===== src/rtl/bus_pkg.sv =====
// Shared definitions for the two-master split-capable bus arbiter.
package bus_pkg;

  localparam int NUM_SLAVES_DEF = 3;

  localparam logic [1:0] ST_IDLE   = 2'd0;
  localparam logic [1:0] ST_OWN    = 2'd1;
  localparam logic [1:0] ST_RETURN = 2'd2;

  localparam logic M1 = 1'b0;
  localparam logic M2 = 1'b1;

endpackage


===== src/rtl/arb_timer.sv =====
// Ownership timer: counts bus-owned cycles and flags the final allowed cycle.
module arb_timer #(
  parameter int TIMEOUT = 64
) (
  input  logic clk,
  input  logic rst,
  input  logic clear,
  input  logic enable,
  output logic expired
);

  localparam int W = $clog2(TIMEOUT + 1);

  logic [W-1:0] countQ;

  always_ff @(posedge clk) begin
    if (rst || clear) begin
      countQ <= '0;
    end else if (enable) begin
      countQ <= countQ + 1'b1;
    end
  end

  // Asserted on the edge that would close the TIMEOUT-th owned cycle.
  assign expired = enable && (countQ == W'(TIMEOUT - 1));

endmodule


===== src/rtl/bus_arbiter.sv =====
// Two-master bus arbiter with alternating priority, ownership timeout and
// split-read handling (park the reader while its slave holds, return later).
module bus_arbiter
  import bus_pkg::*;
#(
  parameter int NUM_SLAVES = NUM_SLAVES_DEF,
  parameter int TIMEOUT    = 64
) (
  input  logic                  clk,
  input  logic                  rst,
  input  logic                  req_m1,
  input  logic                  req_m2,
  input  logic [1:0]            sel_m1,
  input  logic [1:0]            sel_m2,
  input  logic [NUM_SLAVES-1:0] slave_hold,
  output logic                  grant_m1,
  output logic                  grant_m2,
  output logic [NUM_SLAVES-1:0] bus_available,
  output logic                  split_pending,
  output logic                  timeout_pulse
);

  logic [1:0] stateQ, stateD;
  logic       ownerQ, ownerD;
  logic [1:0] selQ, selD;
  logic       lastOwnerQ, lastOwnerD;
  logic       splitPendingQ, splitPendingD;
  logic       splitMasterQ, splitMasterD;
  logic [1:0] splitSlaveQ, splitSlaveD;
  logic       grantM1Q, grantM2Q;
  logic       timeoutPulseQ, timeoutPulseD;

  logic busy, ownerReq, ownHold, splitHold, elig1, elig2, win, expired;

  assign busy     = (stateQ != ST_IDLE);
  assign ownerReq = (ownerQ == M1) ? req_m1 : req_m2;

  // A master is eligible only with an in-range target and not parked on a split.
  assign elig1 = req_m1 && (int'(sel_m1) < NUM_SLAVES) && !(splitPendingQ && splitMasterQ == M1);
  assign elig2 = req_m2 && (int'(sel_m2) < NUM_SLAVES) && !(splitPendingQ && splitMasterQ == M2);

  always_comb begin
    ownHold   = 1'b0;
    splitHold = 1'b0;
    for (int i = 0; i < NUM_SLAVES; i++) begin
      if (i == int'(selQ))        ownHold   = slave_hold[i];
      if (i == int'(splitSlaveQ)) splitHold = slave_hold[i];
    end
  end

  arb_timer #(
    .TIMEOUT(TIMEOUT)
  ) uTimer (
    .clk    (clk),
    .rst    (rst),
    .clear  (!busy),
    .enable (busy),
    .expired(expired)
  );

  always_comb begin
    stateD        = stateQ;
    ownerD        = ownerQ;
    selD          = selQ;
    lastOwnerD    = lastOwnerQ;
    splitPendingD = splitPendingQ;
    splitMasterD  = splitMasterQ;
    splitSlaveD   = splitSlaveQ;
    timeoutPulseD = 1'b0;
    win           = M1;
    unique case (stateQ)
      ST_IDLE: begin
        // Returning a split read outranks any fresh request.
        if (splitPendingQ && !splitHold) begin
          stateD        = ST_RETURN;
          ownerD        = splitMasterQ;
          selD          = splitSlaveQ;
          lastOwnerD    = splitMasterQ;
          splitPendingD = 1'b0;
        end else if (elig1 || elig2) begin
          win        = (elig1 && elig2) ? ~lastOwnerQ : (elig1 ? M1 : M2);
          stateD     = ST_OWN;
          ownerD     = win;
          selD       = (win == M1) ? sel_m1 : sel_m2;
          lastOwnerD = win;
        end
      end
      ST_OWN, ST_RETURN: begin
        if (!ownerReq) begin
          stateD = ST_IDLE;
        end else if (expired) begin
          stateD        = ST_IDLE;
          timeoutPulseD = 1'b1;
        end else if (ownHold && !splitPendingQ) begin
          stateD        = ST_IDLE;
          splitPendingD = 1'b1;
          splitMasterD  = ownerQ;
          splitSlaveD   = selQ;
        end else begin
          stateD = ST_OWN;
        end
      end
      default: stateD = ST_IDLE;
    endcase
  end

  always_ff @(posedge clk) begin
    if (rst) begin
      stateQ        <= ST_IDLE;
      ownerQ        <= M1;
      selQ          <= 2'd0;
      lastOwnerQ    <= M2;
      splitPendingQ <= 1'b0;
      splitMasterQ  <= M1;
      splitSlaveQ   <= 2'd0;
      grantM1Q      <= 1'b0;
      grantM2Q      <= 1'b0;
      timeoutPulseQ <= 1'b0;
    end else begin
      stateQ        <= stateD;
      ownerQ        <= ownerD;
      selQ          <= selD;
      lastOwnerQ    <= lastOwnerD;
      splitPendingQ <= splitPendingD;
      splitMasterQ  <= splitMasterD;
      splitSlaveQ   <= splitSlaveD;
      grantM1Q      <= (stateD != ST_IDLE) && (ownerD == M1);
      grantM2Q      <= (stateD != ST_IDLE) && (ownerD == M2);
      timeoutPulseQ <= timeoutPulseD;
    end
  end

  always_comb begin
    bus_available = '0;
    if (!busy) begin
      bus_available = '1;
    end else begin
      for (int i = 0; i < NUM_SLAVES; i++) begin
        bus_available[i] = (i == int'(selQ));
      end
    end
  end

  assign grant_m1      = grantM1Q;
  assign grant_m2      = grantM2Q;
  assign split_pending = splitPendingQ;
  assign timeout_pulse = timeoutPulseQ;

endmodule


===== config.mk =====
export PLATFORM = sky130hd
export DESIGN_NAME = bus_arbiter
export DESIGN_NICKNAME = d
export VERILOG_FILES = /design/src/rtl/bus_pkg.sv /design/src/rtl/arb_timer.sv /design/src/rtl/bus_arbiter.sv
export SDC_FILE = /design/constraint.sdc
export NUM_CORES = 1
export LEC_CHECK = 0
export BUFFER_PORTS_ARGS = -buffer_cell sky130_fd_sc_hd__buf_2
export CORE_MARGIN = 3
export CORE_UTILIZATION = 50
export CTS_CLUSTER_DIAMETER = 60
export DETAILED_ROUTE_END_ITERATION = 10
export GPL_TIMING_DRIVEN = 0
export PLACE_DENSITY_LB_ADDON = 0.25
export SLEW_MARGIN = 25
export SYNTH_ARGS = -nofsm -noshare
export SYNTH_HDL_FRONTEND = slang
export SYNTH_SLANG_ARGS = --single-unit

===== constraint.sdc =====
create_clock -name clk -period 2.9 [get_ports clk]
set_input_delay 0.435 -clock clk [delete_from_list [all_inputs] [get_ports clk]]
set_output_delay 0.435 -clock clk [all_outputs]
set_load 0.01 [all_outputs]

======== Word level (Yosys, flattened, before mapping) ========
Cells that the tools add are included.
cells by class
  $add $sub $neg .......................... 1
  multipliers ............................. 0
  div/mod/pow operators ................... 0
  $lt $le $gt $ge ......................... 2
  equal/unequal tests ..................... 11
  shift-type cells ........................ 0
  muxes and demuxes ....................... 30
  bitwise gates (word level) .............. 6
  reduce and logical (&&, ||, !) cells .... 31
operator list
  cell                                                                   count
  1-bit two-way mux                                                      22
  1-bit logical AND                                                      12
  2-bit two-way mux                                                      5
  2-bit equality test, first input constant                              4
  2-bit inequality test, second input constant                           4
  2-bit nonzero test                                                     4
  7-bit by 1-bit adder with 7-bit output, second input constant          1
  7-bit by 6-bit equality test with 1-bit output, second input constant  1
  2-bit logical NOT                                                      3
  1-bit inverter                                                         6
  1-bit logical NOT                                                      5
  5-bit AND reduction                                                    1
  2-bit less-than comparator, second input constant                      2
  2-bit one-hot mux with 2 select lines                                  1
  4-bit AND reduction                                                    1
  3-bit two-way mux                                                      1
  3-bit OR reduction                                                     1
  2-bit by 1-bit equality test with 1-bit output, second input constant  1
  2-bit equality test, second input constant                             1
  1-bit logical OR                                                       2
  1-bit one-hot mux with 2 select lines                                  1
  2-bit AND reduction                                                    1
  2-bit OR reduction                                                     1
storage, ports and cells
  register bits after elaboration ......... 20
  latch bits .............................. 0
  bits in writable memories ............... 0
  bits in read-only memories .............. 0
  input port bits ......................... 11
  output and inout bits ................... 7
  logic and storage cells ................. 92
  memories ................................ 0

======== Logic depth before layout (Yosys ltp) ========
Gate-level depths: netlist of the first run.
  word-level depth ........................ 11
  depth in mapped cells ................... 9
  depth with buffers taken out ............ 8

======== By module ========
Synthesis of the first run repeated with hierarchy kept, for this count alone.
second synthesis, totals
  cells, all modules ...................... 130
  area total of the unflattened synthesis .. 1133.6 µm²
modules (own cells, without submodules)
  module       times used  cells an instance  area an instance (µm²)  sequential area each (µm²)
  bus_arbiter  1           96                 823.3                   260.2
  arb_timer    1           34                 310.3                   140.1

======== Worst setup path after synthesis of the first run ========
Ideal clock, no wire load.
  kind .................................... register to register
  start ................................... reg uTimer.countQ[0]
  end ..................................... reg splitSlaveQ[0]
  setup time .............................. 0.125 ns
  data arrival time ....................... 1.475 ns
  required time ........................... 2.775 ns
  path slack .............................. 1.300 ns
  stages on the path, launching flop included .. 8
  buffers on the path ..................... 0
  clock period less this slack ............ 1.600 ns
  cell sequence ........................... dfxtp_1 ha_1 and3_1 nand3_2 o311a_1 nand2_1 mux2i_1 nor2_1
between the ends
  cells in the longest elaborated chain, start to end .. 4
ends and longest elaborated chain
  what                                            RTL line            text
  from (decl)                                     arb_timer.sv:14     logic [W-1:0] countQ;
  from (signal assigned)                          arb_timer.sv:20     countQ <= countQ + 1'b1;
  7-bit by 6-bit equality test with 1-bit output  arb_timer.sv:25     assign expired = enable && (countQ == W'(TIMEOUT - 1));
  1-bit logical AND                               arb_timer.sv:25
  1-bit inverter (no line)                        -
  4-bit AND reduction (no line)                   -
  to (signal assigned)                            bus_arbiter.sv:126  splitSlaveQ <= splitSlaveD;
  to (decl)                                       bus_arbiter.sv:29   logic [1:0] splitSlaveQ, splitSlaveD;
No other way between the ends.
A chain may end at the register's enable or synchronous reset.

======== Final worst setup path of the first run ========
  start ................................... reg stateQ[0]
  end ..................................... out bus_available[2]
between the ends
  cells in the longest elaborated chain, start to end .. 2
ends and longest elaborated chain
  what                    RTL line            text
  from (decl)             bus_arbiter.sv:23   logic [1:0] stateQ, stateD;
  from (signal assigned)  bus_arbiter.sv:120  stateQ <= stateD;
  2-bit nonzero test      bus_arbiter.sv:35   assign busy = (stateQ != ST_IDLE);
  3-bit two-way mux       bus_arbiter.sv:135  if (!busy) begin
  to (decl)               bus_arbiter.sv:18   output logic [NUM_SLAVES-1:0] bus_available,
No other way between the ends.

==> metrics, run 1 <==
Max VDD drop 0.406 mV; Tmin final 2110 ps; post-CTS setup buffers 0; core area 0.00202 sq mm; # rows 16; starting density of the core 0.540; initial DRC count 30; top-area cell type share of the netlist area 0.367; Critical-path top delay cell clkbuf_1; chip height 52.7 um; post-DP HPWL 1.73 mm; CP required 2470 ps; flop2flop setup slack 1100 ps; I/O pin total 18; total track usage 0.188; Met1 Wirelength 1.14 mm; endpoints failing setup 0; skew final 8.03 ps; share of cells above drive strength 1 0.248; Seq/Total Area, Yosys 0.367; Worst-path clk slew 110 ps; CTS sink count 20; PwrDens 547 mW/mm^2; Register-to-Register Path Depth 7; routability cong. 0.798; crit path launch type register; Post-Synthesis Cell Area 0.00109 sq mm; syn_nets 139; Top delay family on crit path buffers and inverters; port buffer count 16; met3 wire len 77 um; most frequent cells after synthesis dfxtp_1 (20), nand2_1 (14), nor2_1 (10), a21oi_1 (9), inv_1 (7); router iterations before antenna repair 4; remaining global-route overflow 0; critical hold path startpoint uTimer.countQ[0]$_SDFFE_PP0P_; Ys Warns 0; Die Width 52.7 um; fmax 473 MHz; PostCTS Resize Cnt 0; dominant cell type by area after synthesis dfxtp_1; Vias/cell 5.66; Synth cell types 45; vias in the first global route 912; TNS Setup 0 ps; leakage 0.000496 uW; CP cell instances inv_1 -> ha_1 -> clkbuf_1 -> inv_1 -> o21ai_0 -> buf_2; Top FF cell, synth dfxtp_1; period utilization 0.729; clock latency on the worst-skew pair 300 ps; Met2 Routed Length 1.02 mm; max_cap viols 0; CP peak stage delay 350 ps; top cells by area, synth dfxtp_1 (37%), nand2_1 (4.8%), a21oi_1 (4.1%); global-route wire length before repair 3.99 mm; die area 0.00278 sq mm; P&R area growth vs syn 15.2%; Post-synth EDFFs 0; CTS tree yes; Worst Path Max Fanout 9; vias 974; Layout Nets 160; FFs w/ async S/R, synth 0; Most common cell on crit path inv_1; H-tree depth 1; drt drc 0; cell with the most instances after synthesis dfxtp_1; register bit total from synthesis 20; Slew HR 0.651; CTS Buffer Depth 2; final wirelength 2.29 mm; Routed Antenna Nets 0; CP Capture Type primary output; Setup Crit Path Kind register to primary output; status completed; worst reg2reg path startpoint stateQ[0]$_SDFF_PP0_; worst-margin pin slew 523 ps; cts hold-fix bufs 0; final max-slew violation count 0; worst hold slack 466 ps; Mapped Cells 125; Hold EP uTimer.countQ[0]$_SDFFE_PP0P_; largest net degree at the start of global routing 13; drt wl/cell 13.3 um; reg-to-reg endpoint splitSlaveQ[0]$_SDFFE_PP0P_; unrepaired setup endpoints after global routing no; HP Class register to register; antenna violations before repair 0; Hold Crit Depth 1; CP Buf/Inv Count 4; Critical Path AT 1680 ps; syn_area_per_cell 8.74 sq um; root buffer cell clkbuf_4; final hold viol count 0; top layer in use met4; diode count 0; CTS Buf Count 3
-- final cells by class --
| type | instances | area [sq um] |
|---|---|---|
| flip-flops and latches | 20 | 400 |
| clock buffers | 3 | 22.5 |
| repair buffers | 16 | 80.1 |
| multi-input cells | 93 | 639 |
| inverters | 9 | 33.8 |
| well taps | 27 | 33.8 |
| plain buffers | 3 | 18.8 |
| fillers | 191 | 763 |
| clock inverters | 1 | 30.0 |
-- layer usage --
metal	global-route usage	vias up
li1	-	489
met1	0.253	457
met2	0.295	21
met3	0.0370	7
met4	0.0681	0
met5	0	-
-- worst register-to-register path, cell delays in order (launching register included) --
cell	delay, ps
dfxtp_1	370
inv_1	50
ha_1	180
clkbuf_1	220
o311a_1	470
nand2_1	160
mux2i_1	200
nor2_1	50
-- where the power goes --
part / switching (uW) / internal, uW / total (uW)
logic: 91.6 / 61.8 / 153
clock network: 85.8 / 140 / 225
registers: 16.4 / 294 / 310
-- layout by cell type, fill, tap and decap left out, drive strengths merged, types with 2 or more instances in the layout --
cell    netlist  routed
xnor2         2       2
o311ai        2       2
nand2        15      15
or3           2       2
xor2          2       2
mux2i         3       3
o31ai         2       2
nand3         6       6
dfxtp        20      20
ha            3       3
a221oi        2       2
and3          3       3
a31oi         2       2
o21ai        10      10
mux2          2       2
inv           9       9
o21a          2       2
nand2b        2       2
buf           1      17
nor2b         2       2
nor2         11      11
a21oi        10      10
clkbuf        2       5
-- sequential cells by signal, summed over array words and instances (netlist names) --
name	flops
split_pending	1
grant_m2	1
ownerQ	1
timeout_pulse	1
grant_m1	1
selQ	2
stateQ	2
uTimer.countQ	7
splitSlaveQ	2
splitMasterQ	1
lastOwnerQ	1
-- cell families (layout without fill, tap and decap cells) --
kind of cell               Yosys count  count (layout)  share of synthesized area
DFF                                 20              20                      0.367
buffers and inverters               12              32                     0.0481
muxes                                5               5                     0.0481
adders and majority gates            3               3                     0.0344
xor gates and xnor gates             4               4                     0.0321
AOI/OAI and AO/OA                   37              37                      0.262
and+or+nand+nor                     44              44                      0.208
-- worst max path at each step --
| stage | end | slack, ps | from | cells after the start |
|---|---|---|---|---|
| after floorplan | splitSlaveQ[0]$_SDFFE_PP0P_ | 1300 | uTimer.countQ[0]$_SDFFE_PP0P_ | 7 |
| after global placement | splitSlaveQ[0]$_SDFFE_PP0P_ | 1150 | stateQ[0]$_SDFF_PP0_ | 7 |
| after detailed placement | bus_available[2] | 1120 | stateQ[1]$_SDFF_PP0_ | 6 |
| after CTS | bus_available[2] | 780 | stateQ[1]$_SDFF_PP0_ | 6 |
| after global routing | bus_available[2] | 620 | stateQ[0]$_SDFF_PP0_ | 6 |
| final | bus_available[2] | 790 | stateQ[0]$_SDFF_PP0_ | 6 |
-- through the flow --
stage,setup WS (ps),utilization,cell area (sq um),power [uW],cells
floorplan,1300,-,1090,421,125
global route,620,0.623,1260,728,172
global placement,1150,0.597,1210,463,168
finish,786,0.623,1260,689,172
CTS,775,0.623,1260,694,172
detailed placement,1120,0.597,1210,467,168
(Power assumes the default switching activity.)
==> run 2, diff against run 1 <==
--- a/config.mk
+++ b/config.mk
@@ -5,9 +5,10 @@
 export SDC_FILE = /design/constraint.sdc
 export NUM_CORES = 1
 export LEC_CHECK = 0
+export ABC_AREA = 1
 export BUFFER_PORTS_ARGS = -buffer_cell sky130_fd_sc_hd__buf_2
 export CORE_MARGIN = 3
-export CORE_UTILIZATION = 50
+export CORE_UTILIZATION = 49
 export CTS_CLUSTER_DIAMETER = 60
 export DETAILED_ROUTE_END_ITERATION = 10
 export GPL_TIMING_DRIVEN = 0
==> constraint.sdc (replaced) <==
create_clock -name clk -period 1.9 [get_ports clk]
set_input_delay 0.285 -clock clk [delete_from_list [all_inputs] [get_ports clk]]
set_output_delay 0.285 -clock clk [all_outputs]
set_load 0.01 [all_outputs]
==> metrics, run 2 <==
final hold viol count 0 (unchanged); CTS sink count 20 (unchanged); crit path launch type register; number of flip-flops in the largest register 7 (unchanged); Ys Warns 0 (unchanged); total track usage 0.172 (-0.0157); cell with the most instances after synthesis nand2_1; critical hold path startpoint rst; die area 0.00283 sq mm (+1.9%); Worst Path Max Fanout 8 (-1); H-tree depth 1 (unchanged); largest register by flop count uTimer.countQ; worst reg2reg path startpoint stateQ[0]$_SDFF_PP0_; Critical Path AT 1410 ps (-270 ps); I/O pin total 18 (unchanged); global-route wire length before repair 3.63 mm (-9.0%); Max VDD drop 0.537 mV (+32%); Int Pwr 743 uW (+50%); clock latency on the worst-skew pair 300 ps (about the same); period utilization 0.892; Comb pwr share 0.209 (-0.014); final max-slew violation count 0 (unchanged); endpoints failing setup 0 (unchanged); fin area 0.00126 sq mm (+0.50%); CP Capture Type primary output; vias 1035 (+6.3%); Die Width 53.2 um (+0.95%); clock power share 0.333 (+0.006); post-CTS setup buffers 0 (unchanged); Register-to-Register Path Depth 11 (+4); router iterations before antenna repair 4 (unchanged); flop2flop setup slack 390 ps (-710 ps); routability cong. 0.771 (-3.3%); drt wl/cell 10.2 um (-23%); diode count 0 (unchanged); fmax 590 MHz; post-DP HPWL 1.71 mm (-0.93%); PwrDens 814 mW/mm^2 (+49%); Setup WS pre-CTS 397 ps (-725 ps); Net Sw Frac 0.279 (-0.00259); Post-synth EDFFs 0 (unchanged); reg-to-reg endpoint grant_m1$_SDFF_PP0_; skew final 5.08 ps (-2.95 ps); # rows 16 (unchanged); status completed; Hold Crit Depth 2 (+1); setup ws final 206 ps (-580 ps); cts hold-fix bufs 0 (unchanged); Seq/Total Area, Yosys 0.366 (-0.000419); top cells by area, synth dfxtp_1 (37%), nand2_1 (12%), inv_1 (8.9%); placed cell areas 0.00121 sq mm (+0.52%); CTS Buf Count 3 (unchanged); register bit total from synthesis 20 (unchanged); antenna violations before repair 0 (unchanged); root buffer cell clkbuf_4; Layout Nets 196 (+23%); starting density of the core 0.536 (-0.00468); final wirelength 2.12 mm (-7.2%); core area 0.00204 sq mm (+0.99%); CTS Buffer Depth 2 (unchanged); largest net degree at the start of global routing 13 (unchanged); max_cap viols 0 (unchanged); Tmin final 1690 ps; syn_area_per_cell 6.83 sq um (-22%); power share of the sequential group 0.458 (+0.008); port buffer count 17 (+1); Hold EP split_pending$_SDFFE_PP0P_; chip height 53.2 um (+0.95%); Vias/cell 4.98 (-12%); Setup Crit Path Kind register to primary output; Routed Antenna Nets 0 (unchanged); worst hold slack 209 ps (-257 ps); worst-margin pin slew 299 ps (-225 ps); commonest non-fill, non-tap cells in the layout nand2_1 (36), inv_1 (26), nor2_1 (20), dfxtp_1 (20), buf_2 (17); Psw 287 uW (+48%); Mapped Cells 160 (+28%); Synth cell types 25 (-44%); dominant cell type by area after synthesis dfxtp_1; P&R area growth vs syn 15.7%; PostCTS Resize Cnt 0 (unchanged); most frequent cells after synthesis nand2_1 (36), inv_1 (26), dfxtp_1 (20), nor2_1 (20), nand3_1 (14); most common cell after layout, fill and taps aside nand2_1; share of cells above drive strength 1 0.221 (-0.0273); syn_nets 174 (+25%); FFs w/ async S/R, synth 0 (unchanged); unrepaired setup endpoints after global routing no; TNS Setup 0 ps (unchanged); HP Class primary input to register; Post-Synthesis Cell Area 0.00109 sq mm (+0.11%); CP required 1620 ps (-850 ps); top-area cell type share of the netlist area 0.366 (-0.000419); CTS tree yes; leakage 0.000626 uW (+26%); Worst-path clk slew 110 ps (about the same); drt drc 0 (unchanged); initial DRC count 19 (-37%); remaining global-route overflow 0 (unchanged); Slew HR 0.799 (+0.148); Top FF cell, synth dfxtp_1; vias in the first global route 911 (-0.11%)
-- run 2: cell types whose count changed in the layout (fill, tap and decap cells not counted), moves of 3 or more --
| cell | previous run | this run |
|---|---|---|
| nand2_1 | 14 | 36 |
| inv_1 | 7 | 26 |
| nor2_1 | 10 | 20 |
| nand3_1 | 5 | 14 |
| o21ai_0 | 5 | 10 |
| a21oi_1 | 9 | 5 |
| nand3_2 | 1 | 5 |
| mux2i_1 | 3 | 0 |
-- run 2: stage by stage --
step                      power, uW  instances  utilization
after floorplan                 634        160            -
after global placement          690        204        0.594
after detailed placement        697        204        0.594
after CTS                      1040        208        0.619
after global routing           1090        208        0.619
final                          1030        208        0.619
-- run 2: worst max-delay path, cell delays in order (launching register included) --
cell	delay, ps
dfxtp_1	350
inv_1	60
ha_1	180
buf_4	160
inv_2	120
o21ai_0	90
buf_2	150
-- run 2: cells by family (layout without fill, tap and decap cells) --
group	after synthesis	in the layout	share of synthesized area
AO/OA/AOI/OAI	22	22	0.122
buffers and inverters	31	52	0.111
adder cells (fa/ha/maj)	3	3	0.0343
flip-flops	20	20	0.366
AND/OR/NAND/NOR	84	84	0.366
-- run 2: layer usage --
layer,global-route usage,share of wire,up-vias
met5,0,0,-
met4,0.0638,0.014,0
met3,0.0338,0.031,5
met2,0.300,0.49,14
met1,0.206,0.46,471
li1,-,-,545
-- run 2: area by class of cell --
type	instances	area (sq um)
clock inverters	1	30.0
fillers	204	777
repair buffers	17	85.1
plain buffers	1	7.51
multi-input cells	109	572
clock buffers	3	22.5
flip-flops and latches	20	400
well taps	27	33.8
inverters	30	114
-- run 2: power groups by stage --
stage | logic [uW] | clock network (uW) | registers, uW
finish | 215 | 343 | 472
global route | 246 | 369 | 476
CTS | 217 | 347 | 471
detailed placement | 216 | 0 | 481
global placement | 211 | 0 | 479
floorplan | 156 | 0 | 477
-- run 2: worst max path at each step --
stage,end,startpoint,slack (ps),cells past startpoint
final,bus_available[2],stateQ[0]$_SDFF_PP0_,210,6
after global routing,bus_available[1],stateQ[1]$_SDFF_PP0_,80,6
after CTS,bus_available[2],stateQ[0]$_SDFF_PP0_,200,6
after detailed placement,grant_m1$_SDFF_PP0_,stateQ[0]$_SDFF_PP0_,400,11
after global placement,grant_m1$_SDFF_PP0_,stateQ[0]$_SDFF_PP0_,410,11
after floorplan,grant_m1$_SDFF_PP0_,stateQ[0]$_SDFF_PP0_,540,11
==> run 3, diff against run 2 <==
--- a/config.mk
+++ b/config.mk
@@ -7,6 +7,7 @@
 export LEC_CHECK = 0
 export ABC_AREA = 1
 export BUFFER_PORTS_ARGS = -buffer_cell sky130_fd_sc_hd__buf_2
+export CORE_ASPECT_RATIO = 1.25
 export CORE_MARGIN = 3
 export CORE_UTILIZATION = 49
 export CTS_CLUSTER_DIAMETER = 60
==> metrics, run 3 (synthesis results as in run 2) <==
status completed; Int Pwr 743 uW (about the same); worst reg2reg path startpoint stateQ[0]$_SDFF_PP0_; router iterations before antenna repair 4 (unchanged); crit path from stateQ[0]$_SDFF_PP0_; Setup Crit Path Kind register to primary output; post-DP HPWL 1.75 mm (+2.5%); die area 0.00284 sq mm (+0.13%); PwrDens 814 mW/mm^2 (about the same); Vias/cell 4.88 (-1.9%); Multi-input gate area 572 sq um (unchanged); Max VDD drop 0.567 mV (+5.5%); vias 1030 (-0.48%); number of flip-flops in the largest register 7 (unchanged); Routed Antenna Nets 0 (unchanged); Comb pwr share 0.210 (about the same); antenna violations before repair 0 (unchanged); PostCTS Resize Cnt 0 (unchanged); final max-slew violation count 0 (unchanged); max_cap viols 0 (unchanged); power share of the sequential group 0.456 (-0.002); critical hold path startpoint rst; CTS Buffer Depth 2 (unchanged); most common cell after layout, fill and taps aside nand2_1; chip height 58.8 um (+10%); P&R area growth vs syn 16.0%; period utilization 0.929 (+0.0367); routability cong. 0.793 (+2.8%); Psw 289 uW (+0.74%); global-route wire length before repair 3.74 mm (+3.0%); skew final 2.22 ps (-2.85 ps); final hold viol count 0 (unchanged); core area 0.00205 sq mm (+0.37%); CP required 1620 ps (about the same); Critical Path AT 1480 ps (+70 ps); endpoints failing setup 0 (unchanged); flop2flop setup slack 310 ps (-80 ps); clock latency on the worst-skew pair 300 ps (about the same); Die Width 48.3 um (-9.4%); clock power share 0.334 (about the same); Tmin final 1760 ps (+69.8 ps); H-tree depth 1 (unchanged); commonest non-fill, non-tap cells in the layout nand2_1 (36), inv_1 (26), nor2_1 (20), dfxtp_1 (20), buf_2 (17); Setup WS pre-CTS 327 ps (-69.8 ps); filler instances 201 (-1.5%); CTS tree yes; TNS Setup 0 ps (unchanged); drt wl/cell 10.2 um (+0.39%); Worst-path clk slew 110 ps (about the same); CTS sink count 20 (unchanged); diode count 0 (unchanged); largest net degree at the start of global routing 13 (unchanged); Register-to-Register Path Depth 11 (unchanged); unrepaired setup endpoints after global routing no; port buffer count 17 (unchanged); post-CTS setup buffers 0 (unchanged); cts hold-fix bufs 0 (unchanged); final wirelength 2.16 mm (+1.8%); root buffer cell clkbuf_4; largest register by flop count uTimer.countQ; drt drc 0 (unchanged); HP Class primary input to register; share of cells above drive strength 1 0.221 (unchanged); Sequential cell area 400 sq um (unchanged); Slew HR 0.830 (+0.0312); crit path launch type register; fmax 567 MHz (-4.0%); Hold Crit Depth 2 (unchanged); I/O pin total 18 (unchanged); Net Sw Frac 0.280 (+0.00143); total track usage 0.182 (+0.00976); starting density of the core 0.534 (-0.00196); # rows 18 (+2); remaining global-route overflow 0 (unchanged); leakage 0.000626 uW (unchanged); Layout Nets 196 (unchanged); worst-margin pin slew 252 ps (-46.3 ps); initial DRC count 22 (+3); CP Capture Type primary output; CTS Buf Count 3 (unchanged); setup ws final 136 ps (-69.8 ps); vias in the first global route 987 (+8.3%); Worst Path Max Fanout 8 (unchanged)
[run 3: layout make-up]
class	instances	area share
timing repair buffer	17	0.0671
inverter	30	0.0897
clock buffer	3	0.0178
clock inverter	1	0.0237
sequential	20	0.316
tap	30	0.0296
buffer	1	0.00592
multi-input combinational	109	0.451
[run 3: routing by layer]
| metal | global-route usage | part of all wire | up-vias | routed length (um) |
|---|---|---|---|---|
| met5 | 0 | 0 | - | 0 |
| met4 | 0.0692 | 0.016 | 0 | 34 |
| met3 | 0.0336 | 0.042 | 5 | 91 |
| met2 | 0.334 | 0.53 | 22 | 1150 |
| met1 | 0.191 | 0.41 | 457 | 883 |
| li1 | - | - | 546 | - |
[run 3: power groups by stage]
| stage | clock [uW] | combinational, uW | sequential [uW] |
|---|---|---|---|
| final | 345 | 217 | 471 |
| after global routing | 370 | 246 | 475 |
| after CTS | 351 | 219 | 471 |
| after detailed placement | 0 | 217 | 480 |
| after global placement | 0 | 211 | 479 |
| after floorplan | 0 | 156 | 477 |
[run 3: path summary, 6_finish.rpt]
path | endpoint
max reg2reg | grant_m1$_SDFF_PP0_
max | bus_available[1]
min reg2reg | uTimer.countQ[0]$_SDFFE_PP0P_
min | split_pending$_SDFFE_PP0P_
[run 3: worst max-delay path, cell delays in order, from the launching register on]
cell and delay, ps:
dfxtp_1 370, inv_1 70, ha_1 200, buf_4 160
inv_2 130, o21ai_0 100, buf_2 140
[run 3: per-stage QoR]
stage	util	cells	total power, uW	cell area [sq um]	hold WS, ps
after floorplan	-	160	634	1090	347
after global placement	0.593	207	690	1220	431
final	0.619	211	1030	1270	206
after global routing	0.619	211	1090	1270	203
after CTS	0.619	211	1040	1270	199
after detailed placement	0.593	207	697	1220	454
